==> src/rtl/niosii_system_sysid_pkg.sv <==
// Shared types and constants for the system-ID checker and its read engine.
package niosii_system_sysid_pkg;

    typedef enum logic [1:0] {
        StChkIdle,
        StChkRdId,
        StChkRdTs,
        StChkDone
    } chk_state_e;

    typedef enum logic [1:0] {
        StEngIdle,
        StEngReq,
        StEngWait
    } eng_state_e;

    localparam logic [1:0] ERR_NONE    = 2'd0;
    localparam logic [1:0] ERR_ID      = 2'd1;
    localparam logic [1:0] ERR_TS      = 2'd2;
    localparam logic [1:0] ERR_TIMEOUT = 2'd3;

    localparam logic SYSID_ADDR_ID = 1'b0;
    localparam logic SYSID_ADDR_TS = 1'b1;

    function automatic logic [1:0] mismatch_err(input logic addr);
        return addr ? ERR_TS : ERR_ID;
    endfunction

endpackage

==> src/rtl/niosii_system_sysid_rd_engine.sv <==
// Single Avalon-MM read: request until accepted, wait for readdatavalid, or time out.
module niosii_system_sysid_rd_engine
    import niosii_system_sysid_pkg::*;
#(
    parameter int unsigned TIMEOUT_CYCLES = 255
) (
    input  logic        i_clk,
    input  logic        i_rst_n,
    input  logic        i_start,
    input  logic        i_addr,
    output logic        o_avm_read,
    output logic        o_avm_address,
    input  logic        i_avm_waitrequest,
    input  logic [31:0] i_avm_readdata,
    input  logic        i_avm_readdatavalid,
    output logic        o_rsp_valid,
    output logic [31:0] o_rsp_data,
    output logic        o_rsp_timeout
);

    localparam logic [16:0] TimeoutLim = 17'(TIMEOUT_CYCLES);

    eng_state_e  r_state;
    eng_state_e  w_state_d;
    logic        r_addr;
    logic [15:0] r_cnt;
    logic [15:0] w_cnt_d;
    logic [16:0] w_cnt_inc;
    logic        w_active;
    logic        w_accept;
    logic        w_data;
    logic        w_timeout;

    always_comb begin
        w_active  = (r_state == StEngReq) || (r_state == StEngWait);
        w_accept  = (r_state == StEngReq) && !i_avm_waitrequest;
        // Data is only taken in WAIT or in the very cycle the request is accepted.
        w_data    = i_avm_readdatavalid && (w_accept || (r_state == StEngWait));
        w_cnt_inc = {1'b0, r_cnt} + 17'd1;
        // Data landing in the limit cycle beats the timeout.
        w_timeout = w_active && !w_data && (w_cnt_inc == TimeoutLim);
    end

    always_comb begin
        w_state_d = r_state;
        w_cnt_d   = r_cnt;
        unique case (r_state)
            StEngIdle: begin
                w_state_d = StEngIdle;
            end
            StEngReq: begin
                if (w_data || w_timeout) begin
                    w_state_d = StEngIdle;
                end else if (w_accept) begin
                    w_state_d = StEngWait;
                end
            end
            StEngWait: begin
                if (w_data || w_timeout) begin
                    w_state_d = StEngIdle;
                end
            end
            default: w_state_d = StEngIdle;
        endcase
        if (w_active) begin
            w_cnt_d = w_cnt_inc[15:0];
        end
        if (i_start) begin
            w_state_d = StEngReq;
            w_cnt_d   = '0;
        end
    end

    always_ff @(posedge i_clk or negedge i_rst_n) begin
        if (!i_rst_n) begin
            r_state <= StEngIdle;
            r_cnt   <= '0;
            r_addr  <= 1'b0;
        end else begin
            r_state <= w_state_d;
            r_cnt   <= w_cnt_d;
            if (i_start) begin
                r_addr <= i_addr;
            end
        end
    end

    assign o_avm_read    = (r_state == StEngReq);
    assign o_avm_address = r_addr & o_avm_read;
    assign o_rsp_valid   = w_data;
    assign o_rsp_data    = i_avm_readdata;
    assign o_rsp_timeout = w_timeout;

endmodule

==> config.mk <==
export PLATFORM = sky130hd
export DESIGN_NAME = niosii_system_sysid_rd_engine
export DESIGN_NICKNAME = d
export VERILOG_FILES = /design/src/rtl/niosii_system_sysid_pkg.sv /design/src/rtl/niosii_system_sysid_rd_engine.sv
export SDC_FILE = /design/constraint.sdc
export NUM_CORES = 1
export LEC_CHECK = 0
export BUFFER_PORTS_ARGS = -buffer_cell sky130_fd_sc_hd__buf_2
export CAP_MARGIN = 20
export CORE_UTILIZATION = 47
export CTS_CLUSTER_DIAMETER = 60
export DETAILED_ROUTE_END_ITERATION = 12
export GPL_ROUTABILITY_DRIVEN = 0
export PLACE_DENSITY = 0.8
export SLEW_MARGIN = 15
export SYNTH_ARGS = -nofsm -noshare
export SYNTH_HDL_FRONTEND = slang
export SYNTH_SLANG_ARGS = --single-unit
==> constraint.sdc <==
create_clock -name i_clk -period 2.5 [get_ports i_clk]
set_clock_uncertainty 0.05 [all_clocks]
set_input_delay 0.125 -clock i_clk [delete_from_list [all_inputs] [get_ports i_clk]]
set_output_delay 0.125 -clock i_clk [all_outputs]
set_load 0.02 [all_outputs]
# ---- After elaboration in Yosys (flattened, before gate mapping)
# Index checks and enable logic that the tools add are counted.
dict set report totals {
  ff_bits 19
  elab_cells 28
}
dict set report op_classes {
  muxes 7
  addsub 1
  n_eq_ne 5
  n_bitwise 1
  reduce_logical 11
}
# cell n
set ops {}
lappend ops {{two-way mux 16 bit} 2}
lappend ops {{adder 16 x 1 -> 17 bit (second input constant)} 1}
lappend ops {{equality test 17 x 8 -> 1 bit (second input constant)} 1}
lappend ops {{two-way mux 2 bit} 4}
lappend ops {{logical AND 1 bit} 4}
lappend ops {{inequality test 4 x 2 -> 1 bit (second input constant)} 1}
lappend ops {{case mux 2 bit (2 select lines)} 1}
lappend ops {{logical OR 1 bit} 3}
lappend ops {{inequality test 3 x 2 -> 1 bit (second input constant)} 1}
lappend ops {{equality test 2 x 1 -> 1 bit (second input constant)} 1}
lappend ops {{equality test 2 bit (second input constant)} 1}
lappend ops {{zero test 1 bit} 2}
lappend ops {{AND reduction 2 bit} 1}
lappend ops {{nonzero test 2 bit} 1}
lappend ops {{bitwise AND 1 bit} 1}

# ---- Depth between registers and ports, before layout
# Gate-level depths: netlist (run 1).
dict set report depth {
  ltp_word 11
  ltp_mapped 8
  depth_no_buf 8
}

# ---- Worst setup path before layout (run 1)
# Ideal clock, no wire load.
dict set report synth_path {
  path_kind {flip-flop to flip-flop}
  startpoint {register r_state[0]}
  endpoint {register r_state[0]}
  arrival_time_ns 1.970
  period_less_slack_ns 2.157
  path_stages_with_launch 8
  slack_ns 0.343
  t_required_ns 2.313
  setup_ns 0.137
  path_cell_list {dfrtp_1 > ha_1 > nor2b_1 > o21a_1 > nand4b_1 > nor4_2 > nor4b_4 > o21bai_2}
}
dict set report synth_between {
  elab_chain_cells 11
  elab_cells_between_ends 16
  cone_classes {4 x eq/ne; 3 x mux; 9 x reduce/logical}
}
# element line
set synth_lines {}
lappend synth_lines {{from (decl)} niosii_system_sysid_rd_engine.sv:23} ;# eng_state_e r_state;
lappend synth_lines {{from (signal assigned)} niosii_system_sysid_rd_engine.sv:76} ;# r_state <= StEngIdle;
lappend synth_lines {{from (signal assigned)} niosii_system_sysid_rd_engine.sv:80} ;# r_state <= w_state_d;
lappend synth_lines {{equality test 2 x 1 -> 1 bit (*)} --}
lappend synth_lines {{named net o_avm_read} niosii_system_sysid_rd_engine.sv:11} ;# output logic o_avm_read,
lappend synth_lines {{logical AND 1 bit (*)} niosii_system_sysid_rd_engine.sv:36} ;# w_accept = (r_state == StEngReq) && !i_avm_waitrequest;
lappend synth_lines {{logical OR 1 bit (*)} niosii_system_sysid_rd_engine.sv:38} ;# w_data = i_avm_readdatavalid && (w_accept || (r_state == StEngWait));
lappend synth_lines {{logical AND 1 bit (*)} niosii_system_sysid_rd_engine.sv:38}
lappend synth_lines {{named net o_rsp_valid} niosii_system_sysid_rd_engine.sv:16} ;# output logic o_rsp_valid,
lappend synth_lines {{zero test 1 bit (*)} niosii_system_sysid_rd_engine.sv:41} ;# w_timeout = w_active && !w_data && (w_cnt_inc == TimeoutLim);
lappend synth_lines {{logical AND 1 bit (*) (2 in a row)} niosii_system_sysid_rd_engine.sv:41}
lappend synth_lines {{named net o_rsp_timeout} niosii_system_sysid_rd_engine.sv:18} ;# output logic o_rsp_timeout
lappend synth_lines {{logical OR 1 bit (*)} {niosii_system_sysid_rd_engine.sv:52, niosii_system_sysid_rd_engine.sv:59}}
lappend synth_lines {{two-way mux 2 bit} niosii_system_sysid_rd_engine.sv:52} ;# if (w_data || w_timeout) begin
lappend synth_lines {{case mux 2 bit (2 select lines)} niosii_system_sysid_rd_engine.sv:47} ;# unique case (r_state)
lappend synth_lines {{two-way mux 2 bit} niosii_system_sysid_rd_engine.sv:68} ;# if (i_start) begin
# The timed path passes the listed nets; every way through them passes the cells marked *.
# A chain may end at the register's enable or synchronous reset.

# ---- Final worst setup path (run 1)
dict set report layout_path {
  startpoint {register r_cnt[0]}
  endpoint {output port o_rsp_timeout}
}
dict set report layout_between {
  elab_chain_cells 3
}
# element line
set layout_lines {}
lappend layout_lines {{from (decl)} niosii_system_sysid_rd_engine.sv:26} ;# logic [15:0] r_cnt;
lappend layout_lines {{from (signal assigned)} niosii_system_sysid_rd_engine.sv:81} ;# r_cnt <= w_cnt_d;
lappend layout_lines {{adder 16 x 1 -> 17 bit} niosii_system_sysid_rd_engine.sv:39} ;# w_cnt_inc = {1'b0, r_cnt} + 17'd1;
lappend layout_lines {{equality test 17 x 8 -> 1 bit} niosii_system_sysid_rd_engine.sv:41}
lappend layout_lines {{logical AND 1 bit} niosii_system_sysid_rd_engine.sv:41}
lappend layout_lines {{to (decl)} niosii_system_sysid_rd_engine.sv:18}
# No other way between the ends.

==> impl.org, run 1 <==
** Run status
- The run finished with clean final reports.

** CTS
- The clock drives 19 sinks.
- CTS built an H-tree with a depth of 1.
- Clock latency of the later-clocked register in the worst-skew pair :: 300 ps
- Buffer levels on the longest clock path :: 2
- Cell at the root of the clock tree :: sky130_fd_sc_hd__clkbuf_4
- TritonCTS built the clock tree.
- Buffers inserted during clock tree synthesis total 3.
- Register clock-pin slew on the reported worst setup and hold paths :: 110 ps

** STA
- Across all hold checks on the routed design, the worst slack comes to between 100 and 150 ps.
- The worst path uses 93.88% of the clock period.
- Worst setup margin :: about 150 ps
- The clock period could shrink to 2347 ps.
- Transition time at the pin with the least slew margin :: 432.7 ps
- Static timing analysis puts the maximum clock frequency at around 430 MHz.
- Relative slew margins :: 71.16%
- After routing, the total negative slack on setup checks comes to 0 ps.
- Number of pins exceeding their max-slew limit in the final report :: 0
- Unrepaired setup endpoints after global routing :: false
- The number of hold violations in the final report is 0.
- Final setup fails :: 0

** Yosys
- Distinct cells, synth :: 42
- By area the synthesized netlist is led by sky130_fd_sc_hd__dfrtp_1 30%, sky130_fd_sc_hd__buf_4 16%, sky130_fd_sc_hd__nor2_1 6.1%, sky130_fd_sc_hd__xnor2_1 6.1%, sky130_fd_sc_hd__xor2_1 5.0%.
- Post-synth ARST share :: 100.0%
- Post-synthesis cell count :: 180
- Yosys printed 0 warnings.
- Register bit total from synthesis :: 19
- Cell taking the most area after synthesis :: sky130_fd_sc_hd__dfrtp_1
- Portion of synthesized cell area occupied by the leading cell type :: 29.87%
- Number of enable flip-flop cells after synthesis :: 0
- For this run, the register share of the synthesized area comes to 29.87%.
- Net Count, Synth :: 222
- The most used flip-flop cell after synthesis is sky130_fd_sc_hd__dfrtp_1.
- Synthesized area :: 1592 µm²
- After synthesis, the mean cell area works out to 8.842 µm².

** Global routing
- The first global-routing pass estimated 4353 µm of wire.
- The number of antenna violations at the first check in global routing was 0.
- Vias in the first global route :: 1,013
- Global routing used 16.42% of the available tracks.
- Entering global routing, the biggest net connects 20 pins.
- For this run the aggregate overflow at the end of global routing stands at 0.

** Floorplanning
- The core region is 3128 µm².
- Y dimension of the die :: about 60 µm
- Full die area :: roughly 3600 µm²
- Number of cell rows :: 20
- 74 I/O pins were placed.
- Measured along the x axis, the die boundary spans 60.19 µm.
- The initial utilization of the core area, before any placement, comes to about half.

** Worst setup path
- For the worst setup path, the data required time is 2330 ps.
- Of all nets on the critical path, the largest fanout is 7.
- In this run the worst setup path begins at r_cnt[0].
- CP Class :: reg -> out
- In this run the critical register-to-register path is launched from r_cnt[0].
- On the critical path, the stage with the largest delay is an instance of sky130_fd_sc_hd__dfrtp_1.
- Largest stage delay on the critical path :: just over 500 ps
- The signal on the critical path passes through ha_4 -> nor3b_2 -> a2bb2oi_1 -> o21a_1 -> nor4_2 -> nor4b_4 -> buf_2.
- Worst r2r path cells :: 8
- The worst setup path is launched from a register.
- At the worst endpoint, the arrival time is 2170 ps.
- STA classifies the critical path endpoint as a primary output.

** Worst hold path
- Hold_sp :: i_avm_readdatavalid
- The worst hold path passes through 4 cells.
- The min-delay analysis places its worst path in the category in -> reg.

** Cells and area
- After routing the design area is 1466 µm².
- Nets :: around 200
- Final core utilization :: 46.88%
- Fraction of final layout cells sized beyond drive strength 1 :: 21.43%
- Non-filler instance count after layout :: ~200
- Area growth from synthesis to layout :: -7.861%
- The repair_antennas step left the layout with diodes totalling 0.
- Registers take 475.5 µm².
- Multi-input gate area :: 810.8 µm²
- After filler insertion, the fill cell instance count of the layout stands at 294.

** Pwr
- Internal power comes to 410.4 µW.
- VDD sags by at most 0.1420 mV.
- Of the total power, combinational logic draws 13.6%.
- Summing internal, switching and leakage power gives 570.3 µW.
- Switching pwr :: between 150 and 200 µW
- Power per cell area :: a little under 400 nW/µm²
- The share of total power dissipated in the clock network is 28.0%.
- Register share of total power :: approximately three fifths
- Fraction of power spent switching nets :: 28.03%
- For this design the static power due to leakage is 0.6099 nW.

** Job
- Max-cap violations :: 0

** Drt
- The detailed router placed 1,062 vias in this run.
- After detailed routing, the number of remaining DRC violations is 0.
- DR WL/cell :: approximately 14 µm
- The first routing iteration left 27 violations.
- In the routed layout, each cell is associated on average with a via count of 5.364.
- The first detailed-routing pass ran for 4 iterations.
- Overall routed net length :: approximately 2700 µm
- Antenna viol nets, final :: 0

** Placement
- The HPWL after detailed placement is 1907 µm.
- At the placement stage, the worst setup path has a slack of 338.2 ps.
- Number of placed cells counting well taps :: 191
- Buffers placed on the I/O ports in this run total 9.
- Placed cell areas :: roughly 1400 µm²
==> sequential cells by signal (all words and copies together), names as in the netlist <==
name	count
r_addr	1
r_cnt	16
r_state	2
==> area by class of cell <==
type	instances	share of cell area [%]
multi-input cells	114	55.29
flip-flops and latches	19	32.42
clock buffers	4	1.792
well taps	44	3.754
repair buffers	14	5.973
inverters	3	0.7679
==> cells in the final DEF, fill, tap and decap left out, drive strengths merged, types with 4 or more instances in the layout <==
cell type	instances
a21oi	5
buf	12
clkbuf	4
dfrtp	19
ha	4
nand2	9
nand3	8
nand4	6
nor2	26
nor3	6
xnor2	11
xor2	9
==> worst paths after layout <==
check | endpoint | slack, ps
worst max-delay path | o_rsp_timeout | 150
worst min-delay path | r_state[0] | 120
worst max register to register | r_state[0] | 450
worst min register to register | r_addr | 480
max in group asynchronous | r_cnt[9] | 1850
min in group asynchronous | r_addr | 260
==> routing by layer <==
layer / global-route usage, % / vias up / share of wire [%]
li1: - / 513 / -
met1: 18.72 / 515 / 44
met2: 28.57 / 28 / 49
met3: 4.113 / 6 / 5.1
met4: 7.309 / 0 / 1.7
met5: 0 / - / 0
==> worst max-delay path, delay by kind of cell (launching register included) <==
kind                       cells  cell delay (ps)
DFF                            1              510
AOI/OAI and AO/OA              2              250
buffers and inverters          1              210
adders and majority gates      1              240
and+or+nand+nor                3              660
==> cell families after synthesis <==
logic type	synth area share [%]
DFF	29.87
buffers and inverters	19.97
AOI/OAI and AO/OA	6.604
adders and majority gates	3.145
and+or+nand+nor	27.44
muxes	1.965
xor gates and xnor gates	11.01
==> power by group through the flow <==
stage | registers [mW] | clock network (mW) | logic [mW]
3_5_place_dp | 0.335 | 0 | 0.0746
3_3_place_gp | 0.334 | 0 | 0.0730
6_report | 0.333 | 0.160 | 0.0775
5_1_grt | 0.334 | 0.174 | 0.0877
2_1_floorplan | 0.332 | 0 | 0.129
4_1_cts | 0.329 | 0.163 | 0.0772
==> Yosys cell counts (2+ instances only) <==
cell	instances
sky130_fd_sc_hd__buf_4	34
sky130_fd_sc_hd__nor2_1	26
sky130_fd_sc_hd__dfrtp_1	19
sky130_fd_sc_hd__xnor2_1	11
sky130_fd_sc_hd__xor2_1	9
sky130_fd_sc_hd__nand2_1	8
sky130_fd_sc_hd__nand3_1	7
sky130_fd_sc_hd__a21oi_1	5
sky130_fd_sc_hd__buf_2	5
sky130_fd_sc_hd__clkbuf_1	4
sky130_fd_sc_hd__ha_1	4
sky130_fd_sc_hd__nand4_1	4
sky130_fd_sc_hd__nor3_1	4
sky130_fd_sc_hd__inv_1	3
sky130_fd_sc_hd__and2_1	2
sky130_fd_sc_hd__and3_4	2
sky130_fd_sc_hd__mux2i_1	2
sky130_fd_sc_hd__nand4_2	2
sky130_fd_sc_hd__nand4b_1	2
sky130_fd_sc_hd__nor2b_1	2
sky130_fd_sc_hd__nor3_2	2
sky130_fd_sc_hd__nor4_2	2
sky130_fd_sc_hd__o21a_1	2
==> what timing repair did <==
| action | CTS | global route |
|---|---|---|
| gates resized for setup | 0 | 2 |
| hold buffers | 2 | 0 |
| setup buffers | 1 | 0 |
| endpoints found under the setup margin | 1 | 1 |
| endpoints found under the hold margin | 20 | 0 |
(Power assumes the default switching activity.)
==> inputs of run 2 (changes only) <==
--- a/config.mk
+++ b/config.mk
@@ -11,6 +11,7 @@
 export CTS_CLUSTER_DIAMETER = 60
 export DETAILED_ROUTE_END_ITERATION = 12
 export GPL_ROUTABILITY_DRIVEN = 0
+export MAX_ROUTING_LAYER = met4
 export PLACE_DENSITY = 0.8
 export SLEW_MARGIN = 15
 export SYNTH_ARGS = -nofsm -noshare
==> run 2 against run 1 <==
Effect of this change: routed wire length hardly changed; register-to-register slack hardly changed; final cell count stayed put; hold slack hardly changed; fmax is 0.12% higher; sequential cell count stayed put; clock-buffer cell count stayed put; sequential share of layout area stayed put; sequential power hardly changed; total power is 0.12% lower.
==> impl.org, run 2 (synthesis gave the netlist of run 1 again) <==
** Run status
- The flow ran to the end, and the final reports show no timing, DRC or antenna violations.

** CTS
- Clk sinks :: 19 (unchanged)
- The maximum number of buffers from clock root to sink was 2 (unchanged).
- The number of levels in the clock H-tree was 1 (unchanged).
- TritonCTS built the clock tree.
- The number of buffers added by the clock tree synthesis step came to 3 (unchanged).
- The clock transition at the register clock pins on the worst setup and hold paths after CTS came to 110 ps (about the same).
- Cell at the root of the clock tree :: sky130_fd_sc_hd__clkbuf_4
- Clock latency of the later-clocked register in the worst-skew pair :: 300 ps (about the same)

** Drt
- Number of iterations in the first detailed-routing pass :: 4 (unchanged)
- The routed via count divided by cell count is 5.369 (about the same).
- Antenna viol nets, final :: 0 (unchanged)
- The number of remaining DRC errors is 0 (unchanged).
- The total number of vias is 1,063 (+0.094%).
- DR WL/cell :: 13.81 µm (about the same)
- Overall routed net length :: 2735 µm (about the same)
- Iteration-0 DRC count of the detailed router :: 34 (+26%)

** Pwr
- Power per cell area :: 388.5 nW/µm² (-0.12%)
- The total leakage power was 0.6099 nW (unchanged).
- IR drop worst, VDD :: 0.1420 mV (about the same)

** Worst setup path
- The largest fanout on the critical path came to 7 (unchanged).
- Register-to-register setup slack :: 460 ps (about the same)
- The worst path arrival time is 2170 ps (about the same).
- STA classifies the critical path startpoint as a register.
- Buffer and inverter count on the worst path :: 1 (unchanged)
- The kind of cell with the highest combined delay along the critical path is simple AND/OR/NAND/NOR gates.
- Data required time of the worst path :: 2330 ps (about the same)
- The largest individual stage delay along the critical path comes from the cell sky130_fd_sc_hd__dfrtp_1.
- Traced cell by cell, the critical path runs through ha_4 -> nor3b_2 -> a2bb2oi_1 -> o21a_1 -> nor4_2 -> nor4b_4 -> buf_2.
- The largest stage delay on the critical path was 500 ps (about the same).
- CP Class :: reg -> out
- STA classifies the critical path endpoint as a primary output.

** STA
- The minimum clock period was 2344 ps (-2.857 ps).
- The final sum of negative setup slack is 0 ps (unchanged).
- Relative slew margins :: 71.15% (about the same)
- Final setup fails :: 0 (unchanged)
- Worst slack on hold paths :: 122.6 ps (+0.2150 ps)
- The transition time at the pin with the least slew margin is 432.7 ps (+0.07737 ps).
- The maximum frequency from static timing analysis was 426.6 MHz (+0.12%).
- Number of pins exceeding their max-slew limit in the final report :: 0 (unchanged)
- Final Hold Violating Endpoints :: 0 (unchanged)
- Fin crit share :: 93.76% (-0.11 points)
- Setup repair after global routing left no endpoint under its margin.

** Floorplanning
- IO Count :: 74 (unchanged)
- The standard cell core area is 3128 µm² (unchanged).
- The initial core utilization came to 50.88% (unchanged).
- The area of the die is 3623 µm² (unchanged).
- Width of the die :: 60.19 µm (unchanged)
- Number of cell rows :: 20 (unchanged)
- The height of the die is 60.19 µm (unchanged).

** Cells and area
- The fraction of layout cells with a size suffix above 1 is 21.43% (unchanged).
- r_cnt holds more flip-flops than any other register.
- The synthesis-to-layout area growth came to -7.861% (unchanged).
- Commonest cells after routing, fill and taps aside :: 26 x sky130_fd_sc_hd__nor2_1, 19 x sky130_fd_sc_hd__dfrtp_1, 11 x sky130_fd_sc_hd__xnor2_1, 9 x sky130_fd_sc_hd__xor2_1, 9 x sky130_fd_sc_hd__buf_2
- Number of flip-flops in the largest register :: 16 (unchanged)
- The post-layout instance count excluding filler cells came to 198 (unchanged).
- Multi-input gate area :: 810.8 µm² (unchanged)
- Number of fillers in the final layout :: 294 (unchanged)
- The area of all sequential standard cells was 475.5 µm² (unchanged).
- Total inserted antenna cells :: 0 (unchanged)
- Commonest non-fill, non-tap cell in the layout :: sky130_fd_sc_hd__nor2_1
- Nets :: 197 (unchanged)
- Final design area excluding fillers :: 1466 µm² (unchanged)
- In the final layout, the registers with the most flip-flops are r_cnt (16), r_state (2), r_addr (1).

** Worst hold path
- The min-delay analysis places its worst path in the category in -> reg.

** Global routing
- Wire length of the first global-routing pass :: 4360 µm (+0.16%)
- The overall routing resource usage was 16.95% (+0.53 points).
- Antenna violations before repair :: 0 (unchanged)
- The total grt overflow was 0 (unchanged).
- The number of global-route vias before repair came to 1,011 (-0.20%).
- The maximum number of pins on one net before global-route repair was 20 (unchanged).

** Placement
- Port buffer count :: 9 (unchanged)
- Post-DP HPWL :: 1907 µm (unchanged)
- The post-place instance area is 1400 µm² (unchanged).
- Number of placed cells counting well taps :: 191 (unchanged)

** Job
- Max-cap violations :: 0 (unchanged)
run 2: cell counts in the layout (fill, tap and decap cells not counted):
No cell type changed its count.
run 2: cell type report:
class | count | area share, %
repair buffers | 14 | 5.973
flip-flops and latches | 19 | 32.42
clock buffers | 4 | 1.792
well taps | 44 | 3.754
multi-input cells | 114 | 55.29
inverters | 3 | 0.7679
run 2: per-layer routing:
layer	part of all wire (%)	wire, µm	vias up	track usage (%)
met5	0	0	-	-
met4	1.7	47	0	7.309
met3	5.4	147	6	4.113
met2	49	1352	30	28.41
met1	43	1188	515	18.98
li1	-	-	512	-
run 2: tightest hold or removal path, delay by kind of cell:
kind	cells	cell delay, ps
buffers and inverters	1	100
muxes	1	90
and+or+nand+nor	1	80
AOI/OAI and AO/OA	1	50
run 2: path summary, 6_finish.rpt:
check,start,end,cells past startpoint
min in group asynchronous,i_rst_n,r_addr,2
hold reg to reg,r_addr,r_addr,1
setup reg to reg,r_cnt[0],r_state[0],8
setup / recovery,r_cnt[0],o_rsp_timeout,7
hold / removal,i_avm_readdatavalid,r_state[0],4
max in group asynchronous,i_rst_n,r_cnt[9],2
run 2: per-stage QoR:
stage / worst slack (ps) / power [mW] / util, %
floorplan: 343.4 / 0.4610 / -
global placement: 376.8 / 0.4074 / 44.76
detailed placement: 338.2 / 0.4099 / 44.76
CTS: 74.90 / 0.5693 / 46.48
global route: 0.5154 / 0.5964 / 46.88
finish: 156.0 / 0.5696 / 46.88
run 2: power breakdown:
| part | total [mW] | internal, mW | switching [mW] | leakage, nW |
|---|---|---|---|---|
| logic | 0.0774 | 0.0320 | 0.0455 | 0.336 |
| clock network | 0.159 | 0.0622 | 0.0969 | 0.0150 |
| registers | 0.333 | 0.316 | 0.0168 | 0.259 |
run 2: timing repair:
| action | in CTS | in global routing |
|---|---|---|
| endpoints found under the setup margin | 1 | 1 |
| gates resized for setup | 0 | 2 |
| hold endpoints to repair | 20 | 0 |
| hold buffers | 2 | 0 |
| buffers inserted | 1 | 0 |
==> inputs of run 3 (changes only) <==
--- a/config.mk
+++ b/config.mk
@@ -12,7 +12,7 @@
 export DETAILED_ROUTE_END_ITERATION = 12
 export GPL_ROUTABILITY_DRIVEN = 0
 export MAX_ROUTING_LAYER = met4
-export PLACE_DENSITY = 0.8
+export PLACE_DENSITY = 0.78
 export SLEW_MARGIN = 15
 export SYNTH_ARGS = -nofsm -noshare
 export SYNTH_HDL_FRONTEND = slang
==> run 3 against run 2 <==
Effect of this change: fmax down 2.0%; sequential cell count is the same; final cell count fell by 1.0%; clock power barely moved; combinational power barely moved; worst setup slack got worse by 48 ps; routed wire length up 1.9%; highest routed layer unchanged.
==> impl.org, run 3 (synthesis gave the netlist of run 1 again) <==
** Cells and area
- Area growth from synthesis to layout :: -8.412%
- Number of flip-flops in the largest register :: 16 (unchanged)
- Nets :: 195 (-1.0%)
- Non-filler instance count after layout :: 196 (-1.0%)
- Total inserted antenna cells :: 0 (unchanged)
- Commonest cells after routing, fill and taps aside :: 26 x sky130_fd_sc_hd__nor2_1, 16 x sky130_fd_sc_hd__dfrtp_1, 11 x sky130_fd_sc_hd__xnor2_1, 9 x sky130_fd_sc_hd__xor2_1
- Fraction of final layout cells sized beyond drive strength 1 :: 22.37% (+0.94 points)
- Leaving out fill and tap cells, the most frequent cell in the layout is sky130_fd_sc_hd__nor2_1.
- Number of fillers in the final layout :: 289 (-1.7%)
- Counting flops per register, the top entry is r_cnt.
- Registers with the highest flip-flop counts :: r_cnt (16), r_state (2), r_addr (1)

** Drt
- The routed via count divided by cell count is 5.352 (-0.31%).
- The number of design-rule violations left by the first detailed-router iteration came to 55 (+62%).
- The sum of routed wire length over all layers came to 2787 µm (+1.9%).
- DRC viols :: 0 (unchanged)
- Total number of vias :: 1,049 (-1.3%)
- The detailed-routing iteration count for the pre-antenna-repair pass came to 4 (unchanged).
- DR WL/cell :: 14.22 µm (+2.9%)
- The number of antenna-violating nets in the routed design came to 0 (unchanged).

** STA
- Number of pins exceeding their max-slew limit in the final report :: 0 (unchanged)
- Setup repair after global routing left no endpoint under its margin.
- The setup slack after layout came to 107.9 ps (-48.08 ps).
- Final Hold Violating Endpoints :: 0 (unchanged)
- Sum of negative setup slack :: 0 ps (unchanged)
- The share of the cycle needed by the critical path after routing was 95.69% (+1.9 points).
- The transition time at the pin with the least slew margin is 428.6 ps (-4.101 ps).
- The minimum clock period was 2392 ps (+48.08 ps).
- The maximum frequency from static timing analysis is 418.0 MHz (-2.0%).
- Final setup fails :: 0 (unchanged)
- The worst hold slack is 113.5 ps (-9.145 ps).
- The relative slew slack is 71.42% (+0.27 points).

** Worst setup path
- STA classifies the critical path endpoint as a primary output.
- The setup slack on the worst flop-to-flop path came to 530 ps (+70 ps).
- Crit-path slowest cell :: sky130_fd_sc_hd__dfrtp_2
- The worst path arrival time is 2220 ps (+50 ps).
- CP Cell Sequence :: ha_4 -> nor3b_2 -> a2bb2oi_1 -> o21a_1 -> nor4_2 -> nor4b_4 -> buf_4
- The required time at the worst-slack endpoint was 2330 ps (about the same).
- Largest stage delay on the critical path :: 490 ps (about the same)
- Highest net fanout along the worst path :: 7 (unchanged)
- The critical path in this run is classified as reg -> out.
- Element type at the critical path start :: register
- Worst r2r path cells :: 7 (-1)
- Family with the most delay on the worst path :: simple AND/OR/NAND/NOR gates
- Source of the worst register-to-register timing path :: r_cnt[0]
- FF-to-FF End :: r_state[0]
- Buffer and inverter count on the worst path :: 1 (unchanged)

** Worst hold path
- The worst hold path stage count was 4 (unchanged).
- The min-delay analysis places its worst path in the category in -> reg.
- The worst hold path begins at i_avm_readdatavalid.
- End point of the most critical hold path :: r_state[0]

** Pwr
- Leakage :: 0.5944 nW (-2.6%)
- Power per cell area :: 392.3 nW/µm² (+1.0%)
- The maximum VDD drop is 0.1512 mV (+6.5%).

** Placement
- DP Worst Slack :: 290.6 ps (-47.55 ps)
- The number of placed instances with taps included came to 190 (-0.52%).
- Post-DP HPWL :: 1916 µm (+0.45%)
- Port buffer count :: 9 (unchanged)

** Global routing
- The overall routing resource usage came to 18.14% (+1.2 points).
- Total global routing overflow :: 0 (unchanged)
- The number of antenna violations at the first check in global routing came to 0 (unchanged).
- The number of global-route vias before repair is 1,046 (+3.5%).
- Wire length of the first global-routing pass :: 4671 µm (+7.1%)
- The maximum number of pins on one net before global-route repair is 20 (unchanged).

** CTS
- Level count of the clock H-tree :: 1 (unchanged)
- Clk sinks :: 19 (unchanged)
- Number of post-CTS setup repair buffers :: 0 (-1)
- Clock tree synthesis selected as its root buffer the cell sky130_fd_sc_hd__clkbuf_4.
- TritonCTS clock tree :: yes
- The number of buffers added by the clock tree synthesis step is 3 (unchanged).
- The maximum number of buffers from clock root to sink came to 2 (unchanged).
- The clock transition at the register clock pins on the worst setup and hold paths after CTS was 110 ps (about the same).
- The later-pin clock latency in the skew report was 310 ps (about the same).

** Floorplanning
- Initial core utilization :: 50.88% (unchanged)
- The standard cell core area came to 3128 µm² (unchanged).
- The number of rows in the core area was 20 (unchanged).
- IO Count :: 74 (unchanged)
- The height of the die was 60.19 µm (unchanged).
- Width of the die :: 60.19 µm (unchanged)
- The area of the die came to 3623 µm² (unchanged).

** Run status
- The run finished with clean final reports.

** Job
- Max-cap violations :: 0 (unchanged)
[run 3: changes by cell type in the layout (fill, tap and decap cells not counted), sizes merged]
cell and change:
buf -2
[run 3: layout make-up]
cell class,instances,area [µm²],share of cell area (%)
multi-input cells,114,810.8,55.62
flip-flops and latches,19,479.2,32.88
repair buffers,12,75.07,5.150
well taps,44,55.05,3.777
clock buffers,4,26.28,1.803
inverters,3,11.26,0.7725
[run 3: repair_timing]
action                                  in CTS  in global routing
endpoints found under the hold margin       20                  0
endpoints found under the setup margin       1                  1
hold buffers                                 2                  0
gates resized for setup                      2                  4
[run 3: tightest hold or removal path, cell delays in order]
cell and delay, ps:
sky130_fd_sc_hd__buf_2 100, sky130_fd_sc_hd__mux2i_1 80, sky130_fd_sc_hd__nand2_1 80, sky130_fd_sc_hd__o21bai_2 50
[run 3: where the power goes]
part	internal, mW	switching (mW)
logic	0.0320	0.0456
clock network	0.0624	0.0979
registers	0.317	0.0166
total	0.412	0.160
[run 3: routing by layer]
layer / track usage, % / wire length [µm] / up-vias
met5: - / 0 / -
met4: 9.967 / 59 / 0
met3: 3.680 / 156 / 5
met2: 29.83 / 1349 / 29
met1: 20.40 / 1222 / 505
li1: - / - / 510
[run 3: how the worst max path moves through the flow]
stage               depth (start not counted)       endpoint        from  slack, ps
CTS                                         7  o_rsp_timeout    r_cnt[1]         10
global placement                            7  o_rsp_timeout    r_cnt[0]        380
detailed placement                          7  o_rsp_timeout    r_cnt[0]        290
floorplan                                   7     r_state[0]  r_state[0]        340
finish                                      7  o_rsp_timeout    r_cnt[0]        110
global route                                7  o_rsp_timeout    r_cnt[0]         20
[run 3: through the flow]
stage,power [mW],instance area [µm²],util (%)
after CTS,0.5757,1443,46.12
after global routing,0.6002,1458,46.60
after global placement,0.4060,1393,44.52
final,0.5719,1458,46.60
after detailed placement,0.4102,1393,44.52
after floorplan,0.4610,1592,-
